==> src/rtl/stage3_mem_access_if.sv <==
// Bundle of EX/MEM entry fields, data-bus signals and writeback results for the memory-access unit.
// master = pipeline/bus environment side, slave = the memory-access unit.
interface stage3_mem_access_if;
  logic        valid_m;
  logic        dren_m;
  logic        dwen_m;
  logic        reg_write_m;
  logic [4:0]  rd_m;
  logic [2:0]  w_sel_m;
  logic [2:0]  load_type_m;
  logic [31:0] port_out_m;
  logic [31:0] rs2_data_m;
  logic [31:0] pc4_m;
  logic [31:0] imm_U_m;
  logic [31:0] csr_rdata;
  logic        advance;
  logic        flush;

  logic        dbus_ren;
  logic        dbus_wen;
  logic [31:0] dbus_addr;
  logic [31:0] dbus_wdata;
  logic [3:0]  dbus_byte_en;
  logic [31:0] dbus_rdata;
  logic        dbus_busy;

  logic        mem_busy;
  logic [31:0] reg_wdata;
  logic [4:0]  rd_w;
  logic        reg_write;
  logic        mal_load;
  logic        mal_store;
  logic        bus_fault;

  modport master (
    output valid_m, dren_m, dwen_m, reg_write_m, rd_m, w_sel_m, load_type_m,
           port_out_m, rs2_data_m, pc4_m, imm_U_m, csr_rdata, advance, flush,
           dbus_rdata, dbus_busy,
    input  dbus_ren, dbus_wen, dbus_addr, dbus_wdata, dbus_byte_en,
           mem_busy, reg_wdata, rd_w, reg_write, mal_load, mal_store, bus_fault
  );

  modport slave (
    input  valid_m, dren_m, dwen_m, reg_write_m, rd_m, w_sel_m, load_type_m,
           port_out_m, rs2_data_m, pc4_m, imm_U_m, csr_rdata, advance, flush,
           dbus_rdata, dbus_busy,
    output dbus_ren, dbus_wen, dbus_addr, dbus_wdata, dbus_byte_en,
           mem_busy, reg_wdata, rd_w, reg_write, mal_load, mal_store, bus_fault
  );
endinterface

==> src/rtl/stage3_mem_access_unit.sv <==
// Memory stage of the 3-stage pipeline: issues data-bus loads/stores, aligns load data,
// selects the writeback value and stalls the pipeline while an access is outstanding.
module stage3_mem_access_unit #(
  parameter int unsigned TIMEOUT_CYCLES = 0
) (
  input  logic                 CLK,
  input  logic                 nRST,
  stage3_mem_access_if.slave   io_mau
);

  localparam int unsigned CNT_W = 32;

  typedef enum logic [1:0] {IDLE, BUSY, HOLD} state_t;

  state_t            r_state;
  logic [CNT_W-1:0]  r_cnt;
  logic [31:0]       r_rdata;
  logic [31:0]       r_addr;
  logic [31:0]       r_wdata;
  logic [3:0]        r_byte_en;
  logic              r_ren;
  logic              r_wen;
  logic              r_fault;
  logic              r_flushed;

  logic [1:0]  w_off;
  logic [1:0]  w_size;
  logic        w_is_mem;
  logic        w_mal;
  logic        w_mem_op;
  logic [3:0]  w_be_c;
  logic [31:0] w_st_wdata;
  logic        w_timeout;
  logic        w_req;
  logic        w_ren;
  logic        w_wen;
  logic        w_mem_busy;
  logic        w_drain;
  logic        w_fault;
  logic [31:0] w_rdata_src;
  logic [31:0] w_lane;
  logic [31:0] w_load_val;
  logic [31:0] w_wb_data;

  assign w_off    = io_mau.port_out_m[1:0];
  assign w_size   = io_mau.load_type_m[1:0];
  assign w_is_mem = io_mau.dren_m | io_mau.dwen_m;
  assign w_mal    = w_is_mem & (((w_size == 2'b01) & w_off[0]) |
                                ((w_size == 2'b10) & (w_off != 2'b00)));
  assign w_mem_op = io_mau.valid_m & w_is_mem & ~w_mal;

  // Lane enables and lane-replicated store data for the current entry
  always_comb begin
    w_be_c     = 4'b0000;
    w_st_wdata = io_mau.rs2_data_m;
    case (w_size)
      2'b00: begin
        w_be_c     = 4'b0001 << w_off;
        w_st_wdata = {4{io_mau.rs2_data_m[7:0]}};
      end
      2'b01: begin
        w_be_c     = w_off[1] ? 4'b1100 : 4'b0011;
        w_st_wdata = {2{io_mau.rs2_data_m[15:0]}};
      end
      2'b10:   w_be_c = 4'b1111;
      default: w_be_c = 4'b0000;
    endcase
  end

  assign w_timeout = (r_state == BUSY) && (TIMEOUT_CYCLES != 0) &&
                     (r_cnt == CNT_W'(TIMEOUT_CYCLES));

  // Request is held for the whole BUSY phase, even after a flush, until the bus finishes
  always_comb begin
    w_req = 1'b0;
    case (r_state)
      IDLE:    w_req = w_mem_op;
      BUSY:    w_req = ~w_timeout;
      default: w_req = 1'b0;
    endcase
    w_req = w_req & nRST;
  end

  assign w_ren      = w_req & ((r_state == IDLE) ? io_mau.dren_m : r_ren);
  assign w_wen      = w_req & ((r_state == IDLE) ? io_mau.dwen_m : r_wen);
  assign w_mem_busy = w_req & io_mau.dbus_busy;
  assign w_drain    = (r_state == BUSY) & r_flushed;
  assign w_fault    = ((r_state == HOLD) & r_fault) | w_timeout;

  assign w_rdata_src = (r_state == HOLD) ? r_rdata : io_mau.dbus_rdata;
  assign w_lane      = w_rdata_src >> {w_off, 3'b000};

  always_comb begin
    w_load_val = w_lane;
    case (io_mau.load_type_m)
      3'b000:  w_load_val = {{24{w_lane[7]}},  w_lane[7:0]};
      3'b001:  w_load_val = {{16{w_lane[15]}}, w_lane[15:0]};
      3'b100:  w_load_val = {24'd0, w_lane[7:0]};
      3'b101:  w_load_val = {16'd0, w_lane[15:0]};
      default: w_load_val = w_lane;
    endcase
  end

  always_comb begin
    w_wb_data = 32'd0;
    case (io_mau.w_sel_m)
      3'd0:    w_wb_data = w_load_val;
      3'd1:    w_wb_data = io_mau.pc4_m;
      3'd2:    w_wb_data = io_mau.imm_U_m;
      3'd3:    w_wb_data = io_mau.port_out_m;
      3'd4:    w_wb_data = io_mau.csr_rdata;
      default: w_wb_data = 32'd0;
    endcase
  end

  // Access sequencing: issue, wait, and park completed/aborted accesses until the entry moves on
  always_ff @(posedge CLK or negedge nRST) begin
    if (!nRST) begin
      r_state   <= IDLE;
      r_cnt     <= '0;
      r_rdata   <= 32'd0;
      r_addr    <= 32'd0;
      r_wdata   <= 32'd0;
      r_byte_en <= 4'b0000;
      r_ren     <= 1'b0;
      r_wen     <= 1'b0;
      r_fault   <= 1'b0;
      r_flushed <= 1'b0;
    end else begin
      case (r_state)
        IDLE: begin
          if (w_mem_op) begin
            r_addr    <= {io_mau.port_out_m[31:2], 2'b00};
            r_wdata   <= w_st_wdata;
            r_byte_en <= w_be_c;
            r_ren     <= io_mau.dren_m;
            r_wen     <= io_mau.dwen_m;
            if (io_mau.dbus_busy) begin
              r_state   <= BUSY;
              r_cnt     <= CNT_W'(1);
              r_flushed <= io_mau.flush;
            end else if (!io_mau.advance && !io_mau.flush) begin
              r_rdata <= io_mau.dbus_rdata;
              r_state <= HOLD;
            end
          end
        end
        BUSY: begin
          r_cnt <= r_cnt + CNT_W'(1);
          if (io_mau.flush) r_flushed <= 1'b1;
          if (w_timeout) begin
            if (io_mau.advance || io_mau.flush || r_flushed) begin
              r_state <= IDLE;
            end else begin
              r_fault <= 1'b1;
              r_state <= HOLD;
            end
          end else if (!io_mau.dbus_busy) begin
            if (io_mau.advance || io_mau.flush || r_flushed) begin
              r_state <= IDLE;
            end else begin
              r_rdata <= io_mau.dbus_rdata;
              r_state <= HOLD;
            end
          end
        end
        HOLD: begin
          if (io_mau.advance || io_mau.flush) begin
            r_state <= IDLE;
            r_fault <= 1'b0;
          end
        end
        default: r_state <= IDLE;
      endcase
    end
  end

  assign io_mau.dbus_ren     = w_ren;
  assign io_mau.dbus_wen     = w_wen;
  assign io_mau.dbus_addr    = w_req ? ((r_state == IDLE) ? {io_mau.port_out_m[31:2], 2'b00} : r_addr) : 32'd0;
  assign io_mau.dbus_wdata   = w_wen ? ((r_state == IDLE) ? w_st_wdata : r_wdata) : 32'd0;
  assign io_mau.dbus_byte_en = w_req ? ((r_state == IDLE) ? w_be_c : r_byte_en) : 4'b0000;
  assign io_mau.mem_busy     = w_mem_busy;

  // Writeback side is silent for bubbles; a flushed access still draining never writes back
  assign io_mau.reg_wdata = io_mau.valid_m ? w_wb_data : 32'd0;
  assign io_mau.rd_w      = io_mau.valid_m ? io_mau.rd_m : 5'd0;
  assign io_mau.reg_write = io_mau.valid_m & io_mau.reg_write_m & ~w_mal & ~w_fault &
                            ~(io_mau.dren_m & w_mem_busy) & ~w_drain;
  assign io_mau.mal_load  = io_mau.valid_m & io_mau.dren_m & w_mal;
  assign io_mau.mal_store = io_mau.valid_m & io_mau.dwen_m & w_mal;
  assign io_mau.bus_fault = io_mau.valid_m & w_fault;

endmodule

==> src/flat_wrapper.sv <==
// flat-port wrapper written by rule: the top's interface ports become plain ports
module stage3_mem_access_unit_flat 
#(
  parameter int unsigned TIMEOUT_CYCLES = 0
)
  (CLK, nRST, io_mau_valid_m, io_mau_dren_m, io_mau_dwen_m, io_mau_reg_write_m, io_mau_rd_m, io_mau_w_sel_m, io_mau_load_type_m, io_mau_port_out_m, io_mau_rs2_data_m, io_mau_pc4_m, io_mau_imm_U_m, io_mau_csr_rdata, io_mau_advance, io_mau_flush, io_mau_dbus_rdata, io_mau_dbus_busy, io_mau_dbus_ren, io_mau_dbus_wen, io_mau_dbus_addr, io_mau_dbus_wdata, io_mau_dbus_byte_en, io_mau_mem_busy, io_mau_reg_wdata, io_mau_rd_w, io_mau_reg_write, io_mau_mal_load, io_mau_mal_store, io_mau_bus_fault);
  stage3_mem_access_if io_mau_i ();
  input  logic CLK;
  input  logic nRST;
  input wire logic [$bits(io_mau_i.valid_m)-1:0] io_mau_valid_m;
  input wire logic [$bits(io_mau_i.dren_m)-1:0] io_mau_dren_m;
  input wire logic [$bits(io_mau_i.dwen_m)-1:0] io_mau_dwen_m;
  input wire logic [$bits(io_mau_i.reg_write_m)-1:0] io_mau_reg_write_m;
  input wire logic [$bits(io_mau_i.rd_m)-1:0] io_mau_rd_m;
  input wire logic [$bits(io_mau_i.w_sel_m)-1:0] io_mau_w_sel_m;
  input wire logic [$bits(io_mau_i.load_type_m)-1:0] io_mau_load_type_m;
  input wire logic [$bits(io_mau_i.port_out_m)-1:0] io_mau_port_out_m;
  input wire logic [$bits(io_mau_i.rs2_data_m)-1:0] io_mau_rs2_data_m;
  input wire logic [$bits(io_mau_i.pc4_m)-1:0] io_mau_pc4_m;
  input wire logic [$bits(io_mau_i.imm_U_m)-1:0] io_mau_imm_U_m;
  input wire logic [$bits(io_mau_i.csr_rdata)-1:0] io_mau_csr_rdata;
  input wire logic [$bits(io_mau_i.advance)-1:0] io_mau_advance;
  input wire logic [$bits(io_mau_i.flush)-1:0] io_mau_flush;
  input wire logic [$bits(io_mau_i.dbus_rdata)-1:0] io_mau_dbus_rdata;
  input wire logic [$bits(io_mau_i.dbus_busy)-1:0] io_mau_dbus_busy;
  output wire logic [$bits(io_mau_i.dbus_ren)-1:0] io_mau_dbus_ren;
  output wire logic [$bits(io_mau_i.dbus_wen)-1:0] io_mau_dbus_wen;
  output wire logic [$bits(io_mau_i.dbus_addr)-1:0] io_mau_dbus_addr;
  output wire logic [$bits(io_mau_i.dbus_wdata)-1:0] io_mau_dbus_wdata;
  output wire logic [$bits(io_mau_i.dbus_byte_en)-1:0] io_mau_dbus_byte_en;
  output wire logic [$bits(io_mau_i.mem_busy)-1:0] io_mau_mem_busy;
  output wire logic [$bits(io_mau_i.reg_wdata)-1:0] io_mau_reg_wdata;
  output wire logic [$bits(io_mau_i.rd_w)-1:0] io_mau_rd_w;
  output wire logic [$bits(io_mau_i.reg_write)-1:0] io_mau_reg_write;
  output wire logic [$bits(io_mau_i.mal_load)-1:0] io_mau_mal_load;
  output wire logic [$bits(io_mau_i.mal_store)-1:0] io_mau_mal_store;
  output wire logic [$bits(io_mau_i.bus_fault)-1:0] io_mau_bus_fault;
  assign io_mau_i.valid_m = io_mau_valid_m;
  assign io_mau_i.dren_m = io_mau_dren_m;
  assign io_mau_i.dwen_m = io_mau_dwen_m;
  assign io_mau_i.reg_write_m = io_mau_reg_write_m;
  assign io_mau_i.rd_m = io_mau_rd_m;
  assign io_mau_i.w_sel_m = io_mau_w_sel_m;
  assign io_mau_i.load_type_m = io_mau_load_type_m;
  assign io_mau_i.port_out_m = io_mau_port_out_m;
  assign io_mau_i.rs2_data_m = io_mau_rs2_data_m;
  assign io_mau_i.pc4_m = io_mau_pc4_m;
  assign io_mau_i.imm_U_m = io_mau_imm_U_m;
  assign io_mau_i.csr_rdata = io_mau_csr_rdata;
  assign io_mau_i.advance = io_mau_advance;
  assign io_mau_i.flush = io_mau_flush;
  assign io_mau_i.dbus_rdata = io_mau_dbus_rdata;
  assign io_mau_i.dbus_busy = io_mau_dbus_busy;
  assign io_mau_dbus_ren = io_mau_i.dbus_ren;
  assign io_mau_dbus_wen = io_mau_i.dbus_wen;
  assign io_mau_dbus_addr = io_mau_i.dbus_addr;
  assign io_mau_dbus_wdata = io_mau_i.dbus_wdata;
  assign io_mau_dbus_byte_en = io_mau_i.dbus_byte_en;
  assign io_mau_mem_busy = io_mau_i.mem_busy;
  assign io_mau_reg_wdata = io_mau_i.reg_wdata;
  assign io_mau_rd_w = io_mau_i.rd_w;
  assign io_mau_reg_write = io_mau_i.reg_write;
  assign io_mau_mal_load = io_mau_i.mal_load;
  assign io_mau_mal_store = io_mau_i.mal_store;
  assign io_mau_bus_fault = io_mau_i.bus_fault;
  stage3_mem_access_unit #(.TIMEOUT_CYCLES(TIMEOUT_CYCLES)) u_core (.CLK(CLK), .nRST(nRST), .io_mau(io_mau_i));
endmodule
==> config.mk <==
export PLATFORM = sky130hd
export DESIGN_NAME = stage3_mem_access_unit_flat
export DESIGN_NICKNAME = d
export VERILOG_FILES = /design/src/rtl/stage3_mem_access_if.sv /design/src/rtl/stage3_mem_access_unit.sv /design/src/flat_wrapper.sv
export SDC_FILE = /design/constraint.sdc
export NUM_CORES = 1
export LEC_CHECK = 0
export ABC_CLOCK_PERIOD_IN_PS = 3180
export CAP_MARGIN = 0
export CORE_UTILIZATION = 44
export CTS_CLUSTER_DIAMETER = 120
export CTS_CLUSTER_SIZE = 10
export DETAILED_ROUTE_END_ITERATION = 8
export GPL_TIMING_DRIVEN = 0
export PLACE_DENSITY = 0.83
export SKIP_CTS_REPAIR_TIMING = 1
export SYNTH_ARGS = -nofsm -noshare
export SYNTH_HDL_FRONTEND = slang
export SYNTH_SLANG_ARGS = --single-unit
==> constraint.sdc <==
create_clock -name CLK -period 3.18 [get_ports CLK]
set_input_delay 0.636 -clock CLK [delete_from_list [all_inputs] [get_ports CLK]]
set_output_delay 0.636 -clock CLK [all_outputs]
set_load 0.01 [all_outputs]
* After elaboration in Yosys (flattened, before gate mapping)
Cells that the tools add are included.
** Storage, ports and cells
- Flip-flop bits (word level) :: 103
- Bits in latches :: 0
- Memory bits (writable) :: 0
- ROM bits :: 0
- Input port bits :: 212
- Output and inout bits :: 112
- Logic and storage cells :: 103
- Memories kept :: 0
** Operators by class
- Add/sub/neg operators :: 0
- Multiply operators :: 0
- Divide/modulo/power cells :: 0
- Magnitude comparators :: 0
- Equality and inequality tests :: 20
- Shifts and indexed selects :: 2
- Mux-type cells :: 34
- Bitwise gates (word level) :: 24
- Reductions and logical operators :: 15
** Operators with widths (count)
- $mux W32 :: 11
- $pmux W32 S5 :: 1
- $pmux W32 S2 :: 2
- $pmux W32 S4 :: 1
- $shr A32 B5 Y32 :: 1
- $and A1 B1 Y1 :: 19
- $ne A2 B2 Y1 const B :: 7
- $mux W2 :: 6
- $mux W4 :: 3
- $pmux W4 S3 :: 1
- $eq A3 B3 Y1 const B :: 3
- $reduce_and A4 Y1 :: 2
- $eq A3 B1 Y1 const B :: 2
- $eq A3 B2 Y1 const B :: 2
- $logic_not A3 Y1 :: 2
- $pmux W2 S3 :: 1
- $reduce_and A6 Y1 :: 1
- $mux W1 :: 5
- $mux W5 :: 1
- $eq A2 B1 Y1 const B :: 2
- $eq A2 B2 Y1 const B :: 2
- $logic_not A2 Y1 :: 2
- $pmux W1 S2 :: 2
- $reduce_bool A2 Y1 :: 2
- 9 further kinds :: 14

* Logic depth before layout (Yosys ltp)
- Word-level depth :: 13
- Depth in mapped cells :: 8
- Mapped depth without buffers :: 5

* Least setup slack after synthesis
Ideal clock, no wire load.
- Kind :: input to output
- From :: input io_mau_load_type_m[0]
- To :: output io_mau_dbus_wdata[11]
- Arrival time :: 2.109 ns
- Data required time :: 2.544 ns
- Setup slack :: 0.435 ns
- Stages on the path :: 7
- Buffers on the path :: 2
- Cell sequence :: buf_2 xor2_1 a21oi_2 o2111a_1 o211ai_1 clkbuf_1 a211oi_1
** On the way
- Cells in the longest elaborated chain, start to end :: 10
- Elaborated cells on any way between the ends :: 15
- Those cells by class :: eq/ne: 2; mux: 4; bitwise: 8; reduce/logical: 1
** RTL lines
- start, declared :: RTL line flat_wrapper.sv:16 : input wire logic [$bits(io_mau_i.load_type_m)-1:0] io_mau_load_type_m;
- $eq A2 B1 Y1 or $eq A2 B2 Y1 (tied branches) :: RTL line stage3_mem_access_unit.sv:48, stage3_mem_access_unit.sv:56, stage3_mem_access_unit.sv:49
- $and A1 B1 Y1, on equally long branches :: RTL line stage3_mem_access_unit.sv:48, stage3_mem_access_unit.sv:49
- $or A1 B1 Y1 :: RTL line stage3_mem_access_unit.sv:48 : assign w_mal = w_is_mem & (((w_size == 2'b01) & w_off[0]) |
- $and A1 B1 Y1 :: RTL line stage3_mem_access_unit.sv:48
- $not A1 Y1 :: RTL line stage3_mem_access_unit.sv:50 : assign w_mem_op = io_mau.valid_m & w_is_mem & ~w_mal;
- $and A1 B1 Y1 :: RTL line stage3_mem_access_unit.sv:50
- $pmux W1 S2 :: RTL line stage3_mem_access_unit.sv:76 : case (r_state)
- $and A1 B1 Y1 :: RTL line stage3_mem_access_unit.sv:81 : w_req = w_req & nRST;
- $and A1 B1 Y1 :: RTL line stage3_mem_access_unit.sv:85 : assign w_wen = w_req & ((r_state == IDLE) ? io_mau.dwen_m : r_wen);
- $mux W32 (*) :: RTL line stage3_mem_access_unit.sv:181 : assign io_mau.dbus_wdata = w_wen ? ((r_state == IDLE) ? w_st_wdata : r_wdata) : 32'd0;
- end, declared :: RTL line flat_wrapper.sv:29 : output wire logic [$bits(io_mau_i.dbus_wdata)-1:0] io_mau_dbus_wdata;
Every way passes the cells marked *; elsewhere a longest branch is shown, timed or not.

* Worst setup path in the final report
- From :: register u_core.r_state[0]
- To :: output io_mau_reg_wdata[14]
** On the way
- Cells in the longest elaborated chain, start to end :: 6
** RTL lines
- start, declared :: RTL line stage3_mem_access_unit.sv:15 : state_t r_state;
- start signal, assigned :: RTL line stage3_mem_access_unit.sv:119 : r_state <= IDLE;
- start signal, assigned :: RTL line stage3_mem_access_unit.sv:139 : r_state <= BUSY;
- start signal, assigned :: RTL line stage3_mem_access_unit.sv:144 : r_state <= HOLD;
- $eq A2 B2 Y1 :: RTL line stage3_mem_access_unit.sv:90 : assign w_rdata_src = (r_state == HOLD) ? r_rdata : io_mau.dbus_rdata;
- $mux W32 :: RTL line stage3_mem_access_unit.sv:90
- $shr A32 B5 Y32 :: RTL line stage3_mem_access_unit.sv:91 : assign w_lane = w_rdata_src >> {w_off, 3'b000};
- $pmux W32 S4 :: RTL line stage3_mem_access_unit.sv:95 : case (io_mau.load_type_m)
- $pmux W32 S5 :: RTL line stage3_mem_access_unit.sv:106 : case (io_mau.w_sel_m)
- $mux W32 :: RTL line stage3_mem_access_unit.sv:186 : assign io_mau.reg_wdata = io_mau.valid_m ? w_wb_data : 32'd0;
- end, declared :: RTL line flat_wrapper.sv:32 : output wire logic [$bits(io_mau_i.reg_wdata)-1:0] io_mau_reg_wdata;
No other way between the ends.

==> out/results.tsv <==
stage	metric	value	unit
timing	min_period	3.33	ns
clock_tree	cts_max_level	3	
placement	placed_cells_incl_taps	1504	
route	num_vias	9398	
pwr	finalPower	5.07	mW
final_layout	most-common-layout-cells	298 x nand2_1, 210 x clkdlybuf4s50_1, 102 x dfrtp_1	
timing	worst_clock_skew	0.00799	ns
setup_path	reg2reg_from	u_core.r_state[0]	
floorplanning	num_rows	47	
placement	post-dp-hpwl	26.7	mm
timing	tns	-0.616	ns
global_routing	grt_pass1_wl	49.7	mm
final_layout	fin_util	0.746	
yosys	synthDistinctLibCells	48	
pwr	p_leak	6.94	nW
yosys	synth_ff_type	dfrtp_1	
placement	dpl_cell_area	0.0111	mm^2
clock_tree	path_clk_slew	0.07	ns
outcome	violations	setup timing	
pwr	powerDensity	405	mW/mm^2
outcome	status	complete, but fails checks	
floorplanning	fp.dieW	133	um
timing	rsz0062_at_grt	true	
yosys	avgSynthCellArea	7.89	um^2
final_layout	nets	1544	
timing	drv_slew	0	
floorplanning	die_h	133	um
setup_path	setup.worst_path.end_class	primary output	
clock_tree	root_buffer	clkbuf_16	
timing	holdWs	0.121	ns
floorplanning	io_pins	324	
setup_path	cp-endpoint	io_mau_reg_wdata[14]	
yosys	syn_area	0.00761	mm^2
route	drt_iter0_drc	1026	
setup_path	rr_endpoint	u_core.r_rdata[29]	
setup_path	rr_worst_depth	6	
setup_path	crit_fanout	10	
pwr	ir_drop	0.364	mV
final_layout	fin_cells	1559	
route	first_pass_iters	8	
clock_tree	clock-sinks	103	
final_layout	final_cell_area	0.0125	mm^2
yosys	synth_edf_count	0	
global_routing	grt_pass1_vias	8369	
global_routing	track_usage	0.371	
clock_tree	clk_path_buf_depth	2	
timing	tightest_slew	0.660	ns
yosys	ys_seq_elements	103	
final_layout	final_common_cell	nand2_1	
clock_tree	cts_tree	built	
global_routing	grt-ovfl-total	0	
final_layout	area_growth	64.4	%
floorplanning	design.core.area	0.0168	mm^2
route	drc	0	
clock_tree	clk_latency	0.37	ns
yosys	netlist_instances	964	
route	wl_per_cell	22.9	um
timing	maxSlewHeadroom	0.560	
yosys	seq_area_frac_synth	0.339	
placement	gp_congestion	1.04	
route	antenna_left	0	
floorplanning	dieArea	0.0178	mm^2
placement	pre_cts_ws	-1.30	ns
global_routing	antenna_found_initial	1	
timing	setup_viol	17	
route	vias_per_cell	6.03	
yosys	yosys_warnings	0	
run	cap_violations	0	
timing	post-route-period-util	1.05	
yosys	async_reset_ff_frac	1.00	
timing	layout_setup_ws	-0.154	ns
final_layout	layout-drive-gt1-share	0.191	
timing	hold_viol	0	
timing	fmax	300	MHz
clock_tree	cts_inserted_buffers	9	
placement	port_buffers	317	
setup_path	cp-start-kind	flop	
floorplanning	initial_core_util	0.454	
setup_path	crit_start	u_core.r_state[0]	
min_path	hold_class	in2async	
setup_path	r2r_setup_slack	1.06	ns
global_routing	grt_start_max_net_pins	65	
setup_path	cp.arrival	2.70	ns
route	detail_route.wirelength	35.7	mm
setup_path	critical_path_class	reg2out	
setup_path	worst-endpoint-required	2.54	ns
## logic make-up (layout without fill, tap and decap cells)
family / Yosys count / after routing / share of synthesized area
flops: 103 / 103 / 0.339
other cells: 1 / 5 / 0.000493
xor+xnor: 1 / 1 / 0.00115
buf+inv: 90 / 461 / 0.0510
compound gates: 236 / 236 / 0.199
mux: 136 / 136 / 0.193
simple gates: 397 / 397 / 0.216
## cells in the mapped netlist (2+ instances only)
master | count | area [um^2]
nand2_1 | 299 | 1120
dfrtp_1 | 103 | 2580
a21oi_1 | 74 | 370
mux2_2 | 67 | 754
mux2i_1 | 66 | 661
o21ai_0 | 53 | 265
clkbuf_1 | 50 | 188
nor2_1 | 41 | 154
a22oi_1 | 40 | 300
buf_2 | 19 | 95.1
nand3_1 | 18 | 90.1
a211oi_1 | 16 | 120
nor2b_1 | 9 | 56.3
o211ai_1 | 9 | 67.6
o221ai_1 | 9 | 78.8
o22ai_1 | 9 | 56.3
a32oi_1 | 8 | 70.1
buf_1 | 7 | 26.3
buf_4 | 7 | 52.6
inv_1 | 7 | 26.3
a221oi_1 | 6 | 52.6
and2_1 | 6 | 37.5
nand2b_1 | 5 | 31.3
nor3_1 | 4 | 20.0
or2_2 | 3 | 18.8
and3_1 | 2 | 12.5
mux4_2 | 2 | 45.0
nor3b_2 | 2 | 25.0
nor4_1 | 2 | 12.5
o21a_1 | 2 | 15.0
o2bb2ai_1 | 2 | 17.5
## worst max-delay path: stages, from the launching register on
cell and delay [ns]:
dfrtp_1 0.39, buf_6 0.14, buf_4 0.14, nor2b_4 0.15, buf_4 0.21, mux4_2 0.53, o2bb2ai_1 0.14, a221oi_1 0.28
nor2_1 0.14, dlymetal6s2s_1 0.21
## registers in the layout (all words and copies together), names as in the netlist
signal and flops:
u_core.r_rdata 32, u_core.r_wdata 32, u_core.r_addr 30, u_core.r_byte_en 4, u_core.r_state 2, u_core.r_flushed 1
u_core.r_ren 1, u_core.r_wen 1
## power breakdown
group | switching, mW | total (mW) | internal (mW)
registers | 0.289 | 2.04 | 1.75
logic | 0.967 | 1.92 | 0.952
clock network | 0.524 | 1.10 | 0.581
total | 1.78 | 5.07 | 3.29
## metal layers
layer  up-vias  track usage  part of all wire
met3       116       0.0803             0.091
met2       634        0.600              0.47
met1      4513        0.488              0.39
met5         -            0                 0
met4         0        0.133             0.047
li1       4135            -                 -
## area by class of cell
class                      count  area, um^2
antenna                        2        5.00
buffer                        81         518
multi-input combinational    773        5050
sequential                   103        2580
timing repair buffer         357        3760
fill                        1226        4260
tap                          220         275
clock buffer                  13         260
inverter                       7        26.3
clock inverter                 3        26.3
## worst min path at each step
stage | slack (ns) | cells after the start | end
final | 0.12 | 1 | u_core.r_wdata[28]
after global routing | 0.13 | 1 | u_core.r_wdata[27]
after CTS | 0.27 | 1 | u_core.r_wdata[28]
after detailed placement | 0.46 | 2 | u_core.r_addr[2]
after global placement | 0.46 | 2 | u_core.r_addr[30]
after floorplan | 0.34 | 0 | u_core.r_addr[10]
(Power assumes the default switching activity.)
